--- config.mk ---
export PLATFORM = sky130hd
export DESIGN_NAME = async_fifo_wr_arbiter
export DESIGN_NICKNAME = d
export VERILOG_FILES = /design/src/rtl/async_fifo_wr_arbiter.sv
export SDC_FILE = /design/constraint.sdc
export NUM_CORES = 1
export LEC_CHECK = 0
export ABC_AREA = 1
export CORE_ASPECT_RATIO = 0.7
export CORE_MARGIN = 2
export CORE_UTILIZATION = 33
export CTS_CLUSTER_SIZE = 24
export DETAILED_ROUTE_END_ITERATION = 10
export PLACE_DENSITY = 0.76
export SLEW_MARGIN = 25
export SYNTH_ARGS = -nofsm -noshare
export SYNTH_HDL_FRONTEND = slang
export SYNTH_SLANG_ARGS = --single-unit
--- constraint.sdc ---
create_clock -name clk -period 1.6 [get_ports clk]
set_input_delay 0.24 -clock clk [delete_from_list [all_inputs] [get_ports clk]]
set_output_delay 0.24 -clock clk [all_outputs]
set_load 0.01 [all_outputs]
--- src/rtl/async_fifo_wr_arbiter.sv ---
// -----------------------------------------------------------------------------
// async_fifo_wr_arbiter
//
// Round-robin, packet-locked arbiter that shares the single write port of one
// async_fifo among NUM_REQ requesters in the write-clock domain. A granted
// requester keeps the port until it presents its last beat or until MAX_BURST
// beats have been accepted, whichever comes first. The FIFO full flag stalls
// the granted requester. Payload pass-through is combinational.
//
// Optional feature (macro ASYNC_FIFO_WR_ARB_TAG_EN):
//   defined   : fifo_wr_data = {grant_id, payload}, width DATA_WIDTH+IDW
//   undefined : fifo_wr_data = payload, width DATA_WIDTH
//
// Ports:
//   clk          write-domain clock (same as async_fifo wr_clk)
//   rst_n        synchronous active-low reset
//   req_valid    per-requester beat valid
//   req_data     per-requester payload, requester i at [i*DATA_WIDTH +: DATA_WIDTH]
//   req_last     per-requester last beat of packet
//   req_ready    per-requester accept (beat moves when valid & ready)
//   fifo_wr_en   to async_fifo wr_en
//   fifo_wr_data to async_fifo wr_data
//   fifo_full    from async_fifo full
//   grant_id     index of current owner, meaningful while busy
//   busy         high while a grant is held
// -----------------------------------------------------------------------------
module async_fifo_wr_arbiter #(
  parameter int NUM_REQ    = 4,
  parameter int DATA_WIDTH = 8,
  parameter int MAX_BURST  = 4,
  localparam int IDW       = $clog2(NUM_REQ)
) (
  input  logic                          clk,
  input  logic                          rst_n,
  input  logic [NUM_REQ-1:0]            req_valid,
  input  logic [NUM_REQ*DATA_WIDTH-1:0] req_data,
  input  logic [NUM_REQ-1:0]            req_last,
  output logic [NUM_REQ-1:0]            req_ready,
  output logic                          fifo_wr_en,
`ifdef ASYNC_FIFO_WR_ARB_TAG_EN
  output logic [DATA_WIDTH+IDW-1:0]     fifo_wr_data,
`else
  output logic [DATA_WIDTH-1:0]         fifo_wr_data,
`endif
  input  logic                          fifo_full,
  output logic [IDW-1:0]                grant_id,
  output logic                          busy
);

  localparam int BCW = $clog2(MAX_BURST + 1);
  localparam logic [BCW-1:0] LAST_BEAT = BCW'(MAX_BURST - 1);
  localparam logic [IDW-1:0] TOP_ID    = IDW'(NUM_REQ - 1);

  typedef enum logic {
    IDLE  = 1'b0,
    BURST = 1'b1
  } state_t;

  state_t         state_q, state_d;
  logic [IDW-1:0] rr_ptr_q, rr_ptr_d;
  logic [IDW-1:0] grant_q, grant_d;
  logic [BCW-1:0] beat_cnt_q, beat_cnt_d;
  logic           accept;
  logic [DATA_WIDTH-1:0] payload;

  // First requester at or after ptr, scanning upward with wrap-around.
  function automatic logic [IDW-1:0] rr_pick(input logic [NUM_REQ-1:0] vld,
                                             input logic [IDW-1:0]     ptr);
    logic [IDW-1:0] win;
    logic           found;
    int             idx;
    win   = ptr;
    found = 1'b0;
    for (int k = 0; k < NUM_REQ; k++) begin
      idx = (int'(ptr) + k) % NUM_REQ;
      if (!found && vld[IDW'(idx)]) begin
        win   = IDW'(idx);
        found = 1'b1;
      end
    end
    return win;
  endfunction

  function automatic logic [IDW-1:0] rr_next(input logic [IDW-1:0] id);
    return (id == TOP_ID) ? '0 : id + IDW'(1);
  endfunction

  always_ff @(posedge clk) begin
    if (!rst_n) begin
      state_q    <= IDLE;
      rr_ptr_q   <= '0;
      grant_q    <= '0;
      beat_cnt_q <= '0;
    end else begin
      state_q    <= state_d;
      rr_ptr_q   <= rr_ptr_d;
      grant_q    <= grant_d;
      beat_cnt_q <= beat_cnt_d;
    end
  end

  always_comb begin
    state_d    = state_q;
    rr_ptr_d   = rr_ptr_q;
    grant_d    = grant_q;
    beat_cnt_d = beat_cnt_q;
    req_ready  = '0;
    accept     = 1'b0;

    case (state_q)
      IDLE: begin
        // No beat moves in IDLE; the winner is registered and served next cycle.
        if (|req_valid) begin
          grant_d    = rr_pick(req_valid, rr_ptr_q);
          beat_cnt_d = '0;
          state_d    = BURST;
        end
      end
      BURST: begin
        // Full blocks every ready so the FIFO never sees wr_en with full=1.
        if (!fifo_full) req_ready[grant_q] = 1'b1;
        accept = req_valid[grant_q] & ~fifo_full & rst_n;
        if (accept) begin
          if (req_last[grant_q] || (beat_cnt_q == LAST_BEAT)) begin
            state_d    = IDLE;
            rr_ptr_d   = rr_next(grant_q);
            beat_cnt_d = '0;
          end else begin
            beat_cnt_d = beat_cnt_q + BCW'(1);
          end
        end
      end
      default: state_d = IDLE;
    endcase

    // Reset aborts any transfer in the same cycle.
    if (!rst_n) req_ready = '0;
  end

  always_comb begin
    payload = '0;
    for (int i = 0; i < NUM_REQ; i++) begin
      if (grant_q == IDW'(i)) payload = req_data[i*DATA_WIDTH +: DATA_WIDTH];
    end
  end

  assign fifo_wr_en = accept;
`ifdef ASYNC_FIFO_WR_ARB_TAG_EN
  assign fifo_wr_data = {grant_q, payload};
`else
  assign fifo_wr_data = payload;
`endif
  assign grant_id = grant_q;
  assign busy     = (state_q == BURST);

endmodule

* Word-level counts from Yosys, hierarchy flattened *
Index checks and enable logic that the tools add are counted.

storage, ports and cells
  register bits after elaboration = 8

cells by class
  add/subtract/negate cells = 5
  $lt $le $gt $ge = 6
  equality and inequality tests = 6
  muxes and demuxes = 47
  bitwise gates (word level) = 4
  reduce and logical (&&, ||, !) cells = 13

operators by type and width
  operator             count
  $mux 8               4
  $mux 1               24
  $lt 2x4->1 const B   4
  $bmux 1 s2           6
  $mux 4               3
  $mux 3               3
  $mux 2               4
  $pmux 3 s2           1
  $add 2x1->2 const B  2
  $add 2x2->2 const B  2
  $eq 2x2->1 const B   2
  $logic_and 1x1->1    4
  $reduce_and 2->1     2
  $reduce_or 4->1      1
  $add 3x1->3 const B  1
  $eq 3x2->1 const B   1
  $logic_not 1->1      3
  $lt 2x3->1 const B   1
  $reduce_and 3->1     1
  $and 1x1->1          2
  $demux 1 s2          1
  $eq 2x1->1 const B   1
  $ge 2x1->1 const B   1
  $logic_not 2->1      1
  other kinds (5)      6

* Depth between registers and ports, before layout *
Gate-level depths: netlist of run 1.

  word-level depth = 19
  depth in mapped cells = 12

* Worst setup path after synthesis of run 1 *
Ideal clock, no wire load.

  kind = reg-to-output
  from = register grant_q[1], in the netlist grant_id[1]
  to = output fifo_wr_data[0]
  data arrival time = 1.724 ns
  data required time = 1.360 ns
  setup slack = -0.364 ns
  cell stages (with the launch flop) = 7
  path buffers = 1
  path through = dfxtp_1 -> inv_1 -> ha_1 -> clkbuf_1 -> nor2_1 -> a221oi_1 -> o31ai_1

on the way
  cells in the longest elaborated chain, start to end = 5

ends and longest elaborated chain
  item                    line  text
  start, declared         61    logic [IDW-1:0] grant_q, grant_d;
  start signal, assigned  97    grant_q <= grant_d;
  $logic_not 2->1         143   if (grant_q == IDW'(i)) payload = req_data[i*DATA_WIDTH +: DATA_WIDTH];
  $mux 8 (3 in a row)     143
  $mux 8 (*)              143
  end, declared           43    output logic [DATA_WIDTH-1:0] fifo_wr_data,

Mark *: on every way between the ends. The rest lies on a longest branch, timed or not.

* Worst setup path in the final report of run 1 *
  from = register grant_q[0], in the netlist grant_id[0]
  to = output fifo_wr_data[5]

Same word-level chain as after synthesis.

==> impl_metrics.yaml, run 1 <==
status:
  status: "finished with violations"
  violations: "negative setup slack"
die:
  die_w_um: 68.2
  dieHeight_um: 48.9
  core_um2: 2760
  rows: 16
  start_util_pct: 34.4
  die_area_um2: 3330
  num_io_pins: 59
grt:
  use_met3_pct: 5.31
  grt_antenna_before_repair: 0
  grt_max_degree: 15
  grt_pass1_vias: 1369
  grt_pass1_wl_um: 5880
  top_usage_layer: "met2"
  met2_usage_pct: 41.4
  grt_usage_pct: 22.5
  use_met1_pct: 25.4
  overflow: 0
sta:
  setup_viol: 11
  max_freq_ghz: 0.535
  finalHoldViolCount: 0
  rsz0062_at_grt: "yes"
  finalMaxSlewViolations: 0
  fin_tns_setup_ns: -1.87
  worstMarginPinSlew_ns: 0.259
  timing.final.crit_share_pct: 117
  slew_headroom_pct: 82.7
  skew_ns: 0.00525
  worst_slack_ns: -0.268
  min_period_ns: 1.87
pwr:
  p_int_mw: 0.850
  p_leak_nw: 0.947
  clkPwrFrac_pct: 19.3
  power_density_nw_per_um2: 645
  swShare_pct: 37.4
  power_mw: 1.36
  combPwrFrac_pct: 63.4
  sequentialPowerShare_pct: 17.3
  switching_power_mw: 0.507
  peakVddDrop_mv: 0.573
critical_path:
  crit_family: "buffers and inverters"
  startpoint_type: "register"
  endpoint_kind: "output port"
  crit_type: "reg -> out"
  crit_chain: "inv_6 > buf_12 > ha_4 > clkinv_2 > buf_4 > nor2_1 > o31ai_2 > buf_2"
  path_buf_inv: 5
  crit_fanout: 4
  reg2reg_depth: 10
  required_ns: 1.36
  reg2reg_to: "rr_ptr_q[1]$_SDFFE_PN0P_"
  reg2reg_setup_slack_ns: 0.02
  cp_data_arrival_time_ns: 1.63
  crit_path_top_delay_cell: "dfxtp_4"
  r2r-start: "grant_id[0]$_SDFFE_PN0P_"
  max_stage_delay_ns: 0.39
run:
  max_cap_violations: 0
worst_hold_path:
  hold_path_class: "reg -> reg"
  min_to: "beat_cnt_q[2]$_SDFFE_PN0P_"
  min_from: "beat_cnt_q[2]$_SDFFE_PN0P_"
  hold-path-cell-count: 2
clock_network:
  cts_hold_buf: 0
  root_buffer: "clkbuf_8"
  cts_sinks: 8
  clk_latency_ns: 0.23
  cts_inserted_buffers: 3
  clkTransAtPathRegs_ns: 0.04
  cts-htree-levels: 1
  clockBufferDepth: 2
  cts_tree: "built"
place:
  place_area_um2: 1820
  io_buffer_count: 58
  placedCellCount: 279
  hpwl_um: 2680
  gp_congestion: 0.881
routing:
  routed_wl_um: 4150
  drt-vias-per-instance: 5.20
  vias: 1525
  drt-initial-drc-count: 45
  first_pass_iters: 4
  wire_per_inst_um: 14.2
  drc: 0
  ant_nets: 0
finish:
  num_antenna_cells: 0
  utilization_pct: 76.2
  mostFrequentLayoutCell: "nand2_1"
  area_growth_pct: 121
  postLayoutCellArea_um2: 2100
  layout_common_cells: "50 x nand2_1, 41 x clkdlybuf4s50_1, 26 x buf_4"
  final_nets: 307
  stdcell_count: 293
  drive_gt1_share_pct: 40.5
logic_synthesis:
  synth-seq-cells: 8
  seq_area_frac_synth_pct: 16.8
  yosys_warnings: 0
  synth_cells: 165
  synth.cell_area_um2: 951
  syn-num-nets: 214
  syn_avg_cell_area_um2: 5.76
  synth.distinct_cells: 21
routing by layer:
metal | share of wire [%] | routed length (um)
met5 | 0 | 0
met4 | 2.3 | 97
met3 | 10 | 414
met2 | 49 | 2020
met1 | 39 | 1620
layout make-up:
class,count,area [um2]
multi-input combinational,132,897
timing repair buffer,93,861
fill,199,658
sequential,8,170
inverter,20,86.3
clock buffer,4,45.0
tap,36,45.0
repair_timing:
item | CTS | global route
cloned | 0 | 0
endpoints found under the hold margin | 0 | 0
endpoints found under the setup margin | 13 | 15
pin swaps | 6 | 8
setup buffers | 5 | 6
resized for setup | 77 | 26
worst reg2reg max path: cells and delay by family (launching register included):
kind            cells  cell delay [ns]
flops               1             0.39
compound gates      5             0.57
buf+inv             4             0.43
simple gates        1             0.07
state kept, by name, indices dropped and copies added, names as in the netlist:
| register | cells |
|---|---|
| rr_ptr_q | 2 |
| grant_id | 2 |
| busy | 1 |
| beat_cnt_q | 3 |
synthesized netlist by cell type (all sizes together):
cell	n	area, um2
nand3	15	75.1
o22ai	1	6.26
a21oi	10	57.6
clkinv	2	7.51
o31ai	8	60.1
nand2	57	221
clkbuf	4	15.0
o21ai	6	30.0
nor2	17	71.3
ha	6	75.1
nor3	3	15.0
buf	1	11.3
inv	18	67.6
dfxtp	8	160
o211ai	1	7.51
a221oi	8	70.1
per-stage QoR:
step | hold slack [ns] | setup WS [ns]
2_1_floorplan | 0.375 | 0.0271
3_3_place_gp | 0.469 | -0.472
3_5_place_dp | 0.478 | -0.475
4_1_cts | 0.484 | -0.194
5_1_grt | 0.516 | -0.348
6_report | 0.484 | -0.268
how the worst max path moves through the flow:
stage | start | endpoint | slack, ns | cells past startpoint
2_1_floorplan | grant_id[1]$_SDFFE_PN0P_ | fifo_wr_data[0] | 0.03 | 6
3_3_place_gp | req_valid[1] | fifo_wr_en | -0.47 | 6
3_5_place_dp | req_valid[1] | fifo_wr_en | -0.48 | 6
4_1_cts | grant_id[1]$_SDFFE_PN0P_ | fifo_wr_data[2] | -0.19 | 7
5_1_grt | grant_id[1]$_SDFFE_PN0P_ | fifo_wr_data[5] | -0.35 | 7
6_report | grant_id[0]$_SDFFE_PN0P_ | fifo_wr_data[5] | -0.27 | 8
cell families (layout without fill, tap and decap cells):
kind of cell / count (synthesis) / in the layout / share of synthesized area, %
simple gates: 92 / 92 / 40.3
fa+ha+maj: 6 / 6 / 7.89
buf+inv: 25 / 117 / 10.7
flops: 8 / 8 / 16.8
compound gates: 34 / 34 / 24.3
power by group through the flow:
stage	logic, mW	clock network (mW)	registers, mW
floorplan	0.324	0	0.238
global placement	0.681	0	0.231
detailed placement	0.690	0	0.232
CTS	0.758	0.268	0.232
global route	0.928	0.279	0.237
finish	0.860	0.262	0.234
Power figures use the tool's default switching activity.
==> run 2, diff against run 1 <==
--- a/config.mk
+++ b/config.mk
@@ -5,13 +5,12 @@
 export SDC_FILE = /design/constraint.sdc
 export NUM_CORES = 1
 export LEC_CHECK = 0
-export ABC_AREA = 1
 export CORE_ASPECT_RATIO = 0.7
 export CORE_MARGIN = 2
-export CORE_UTILIZATION = 33
+export CORE_UTILIZATION = 31
 export CTS_CLUSTER_SIZE = 24
 export DETAILED_ROUTE_END_ITERATION = 10
-export PLACE_DENSITY = 0.76
+export PLACE_DENSITY = 0.75
 export SLEW_MARGIN = 25
 export SYNTH_ARGS = -nofsm -noshare
 export SYNTH_HDL_FRONTEND = slang
==> impl_metrics.yaml, run 2 <==
grt:
  grt_max_degree: 18
  grt_pass1_wl_um: 5840
  grt_antenna_before_repair: 0
  grt_pass1_vias: 1168
  overflow: 0
  grt_usage_pct: 25.5
finish:
  area_growth_pct: 125
  final_nets: 242
  largest_reg_flops: 3
  postLayoutCellArea_um2: 1910
  top_register: "beat_cnt_q"
  fillCellCount: 161
  num_antenna_cells: 0
  stdcell_count: 225
  layout_common_cells: "43 x clkdlybuf4s50_1, 23 x buf_4, 15 x nand2_1"
  mostFrequentLayoutCell: "clkdlybuf4s50_1"
  drive_gt1_share_pct: 43.5
clock_network:
  clkTransAtPathRegs_ns: 0.05
  clockBufferDepth: 2
  clk_latency_ns: 0.24
  cts-htree-levels: 1
  root_buffer: "clkbuf_8"
  cts_hold_buf: 0
  cts_tree: "built"
  cts_sinks: 8
  cts_inserted_buffers: 3
sta:
  min_period_ns: 1.87
  max_freq_ghz: 0.534
  finalMaxSlewViolations: 0
  rsz0062_at_grt: "yes"
  skew_ns: 0.00493
  timing.final.crit_share_pct: 117
  worstMarginPinSlew_ns: 0.464
  finalHoldViolCount: 0
  worst_slack_ns: -0.273
  setup_viol: 17
  slew_headroom_pct: 68.9
routing:
  drt-vias-per-instance: 5.42
  wire_per_inst_um: 18.8
  drc: 0
  ant_nets: 0
  first_pass_iters: 4
  routed_wl_um: 4240
  vias: 1219
  drt-initial-drc-count: 105
pwr:
  clkPwrFrac_pct: 26.9
  p_int_mw: 0.660
  power_mw: 0.968
  peakVddDrop_mv: 0.543
  swShare_pct: 31.8
  switching_power_mw: 0.308
  p_leak_nw: 0.781
  sequentialPowerShare_pct: 22.3
  combPwrFrac_pct: 50.8
  power_density_nw_per_um2: 508
run:
  max_cap_violations: 0
die:
  num_io_pins: 59
  rows: 15
  core_um2: 2530
  start_util_pct: 33.4
  die_w_um: 66.4
  die_area_um2: 3170
  dieHeight_um: 47.7
logic_synthesis:
  ys_top_cells_by_area: "dfxtp_1 19%, ha_1 8.9%, nor2b_1 8.9%"
  synth-seq-cells: 8
  syn_avg_cell_area_um2: 8.13
  synth-edff-count: 0
  netlist.area_leader.share_pct: 18.9
  seq_area_frac_synth_pct: 18.9
  netlist_top_cells_count: "15 x nand2_1, 12 x nor2b_1, 8 x dfxtp_1"
  yosysMostFrequentCell: "nand2_1"
  async_flop_share_pct: 0
  synth_ff_type: "dfxtp_1"
  synth_cells: 104
  synth.cell_area_um2: 846
  yosys_warnings: 0
  syn-num-nets: 153
  synth.distinct_cells: 33
  synth_top_cell_by_area: "dfxtp_1"
critical_path:
  crit_type: "reg -> out"
  crit_fanout: 5
  required_ns: 1.36
  reg2reg_depth: 6
  cp_data_arrival_time_ns: 1.63
  endpoint_kind: "output port"
  startpoint_type: "register"
place:
  hpwl_um: 2540
  gp_congestion: 0.731
  placedCellCount: 207
  io_buffer_count: 58
  place_area_um2: 1610
worst_hold_path:
  hold-path-cell-count: 2
  hold_path_class: "reg -> reg"
status:
  status: "finished with violations"
  violations: "negative setup slack"
==> run 2: cell types whose count changed after synthesis, sizes merged, moves of 6 or more <==
cell | previous run | this run
inv | 18 | 6
nor2 | 17 | 4
nand3 | 15 | 0
nor2b | 0 | 12
a21oi | 10 | 4
nand2 | 57 | 15
==> run 2: metal layers <==
layer	track usage, %	share of wire (%)	vias up
met5	0	0	-
met4	13.1	5.4	0
met3	5.41	7.1	20
met2	45.8	51	69
met1	29.8	37	571
li1	-	-	559
==> run 2: what timing repair did <==
| action | 4_1_cts | 5_1_grt |
|---|---|---|
| gates resized for setup | 81 | 12 |
| cloned | 0 | 0 |
| buffers inserted | 14 | 1 |
| setup endpoints to repair | 19 | 22 |
| pin swaps | 15 | 4 |
==> run 2: kinds of logic after synthesis <==
family                     after synthesis  share of synthesized area (%)
adders and majority gates                6                           8.88
AOI/OAI and AO/OA                       28                           25.7
muxes                                    6                           10.5
and+or+nand+nor                         45                           30.2
buffers and inverters                   11                           5.77
DFF                                      8                           18.9
==> run 2: cell type report <==
cell class              instances  area, um2  share of cell area (%)
clock buffers                   3       41.3                    2.17
flip-flops and latches          8        168                    8.79
inverters                       6       27.5                    1.44
well taps                      34       42.5                    2.23
multi-input cells              85        823                    43.2
repair buffers                 89        805                    42.2
==> run 2: worst paths after layout <==
path	endpoint	from	slack (ns)
worst min-delay path	beat_cnt_q[1]$_SDFFE_PN0P_	beat_cnt_q[1]$_SDFFE_PN0P_	0.47
worst max register to register	rr_ptr_q[1]$_SDFFE_PN0P_	grant_id[0]$_SDFFE_PN0P_	-0.11
worst min register to register	beat_cnt_q[1]$_SDFFE_PN0P_	beat_cnt_q[1]$_SDFFE_PN0P_	0.47
worst max-delay path	fifo_wr_data[2]	grant_id[1]$_SDFFE_PN0P_	-0.27
==> run 2: per-stage QoR <==
| stage | setup slack, ns | util (%) | TNS, ns | hold WS [ns] |
|---|---|---|---|---|
| after CTS | -0.245 | 73.2 | -2.04 | 0.473 |
| after global routing | -0.325 | 75.3 | -3.55 | 0.495 |
| after floorplan | -0.00912 | - | -0.00912 | 0.386 |
| after detailed placement | -0.632 | 63.7 | -7.81 | 0.458 |
| after global placement | -0.525 | 63.7 | -7.01 | 0.444 |
| final | -0.273 | 75.3 | -2.78 | 0.465 |
==> run 2: power groups by stage <==
stage          sequential (mW)  combinational (mW)  clock [mW]
2_1_floorplan            0.222               0.145           0
3_3_place_gp             0.217               0.376           0
3_5_place_dp             0.218               0.386           0
4_1_cts                  0.216               0.449       0.251
5_1_grt                  0.216               0.518       0.272
6_report                 0.216               0.492       0.260
==> run 2: worst max-delay path: stages (launching register included) <==
cell and delay, ns:
dfxtp_4 0.36, inv_4 0.08, ha_4 0.14, nor2b_4 0.24
buf_6 0.15, a221oi_2 0.06, o31ai_2 0.19, buf_2 0.18
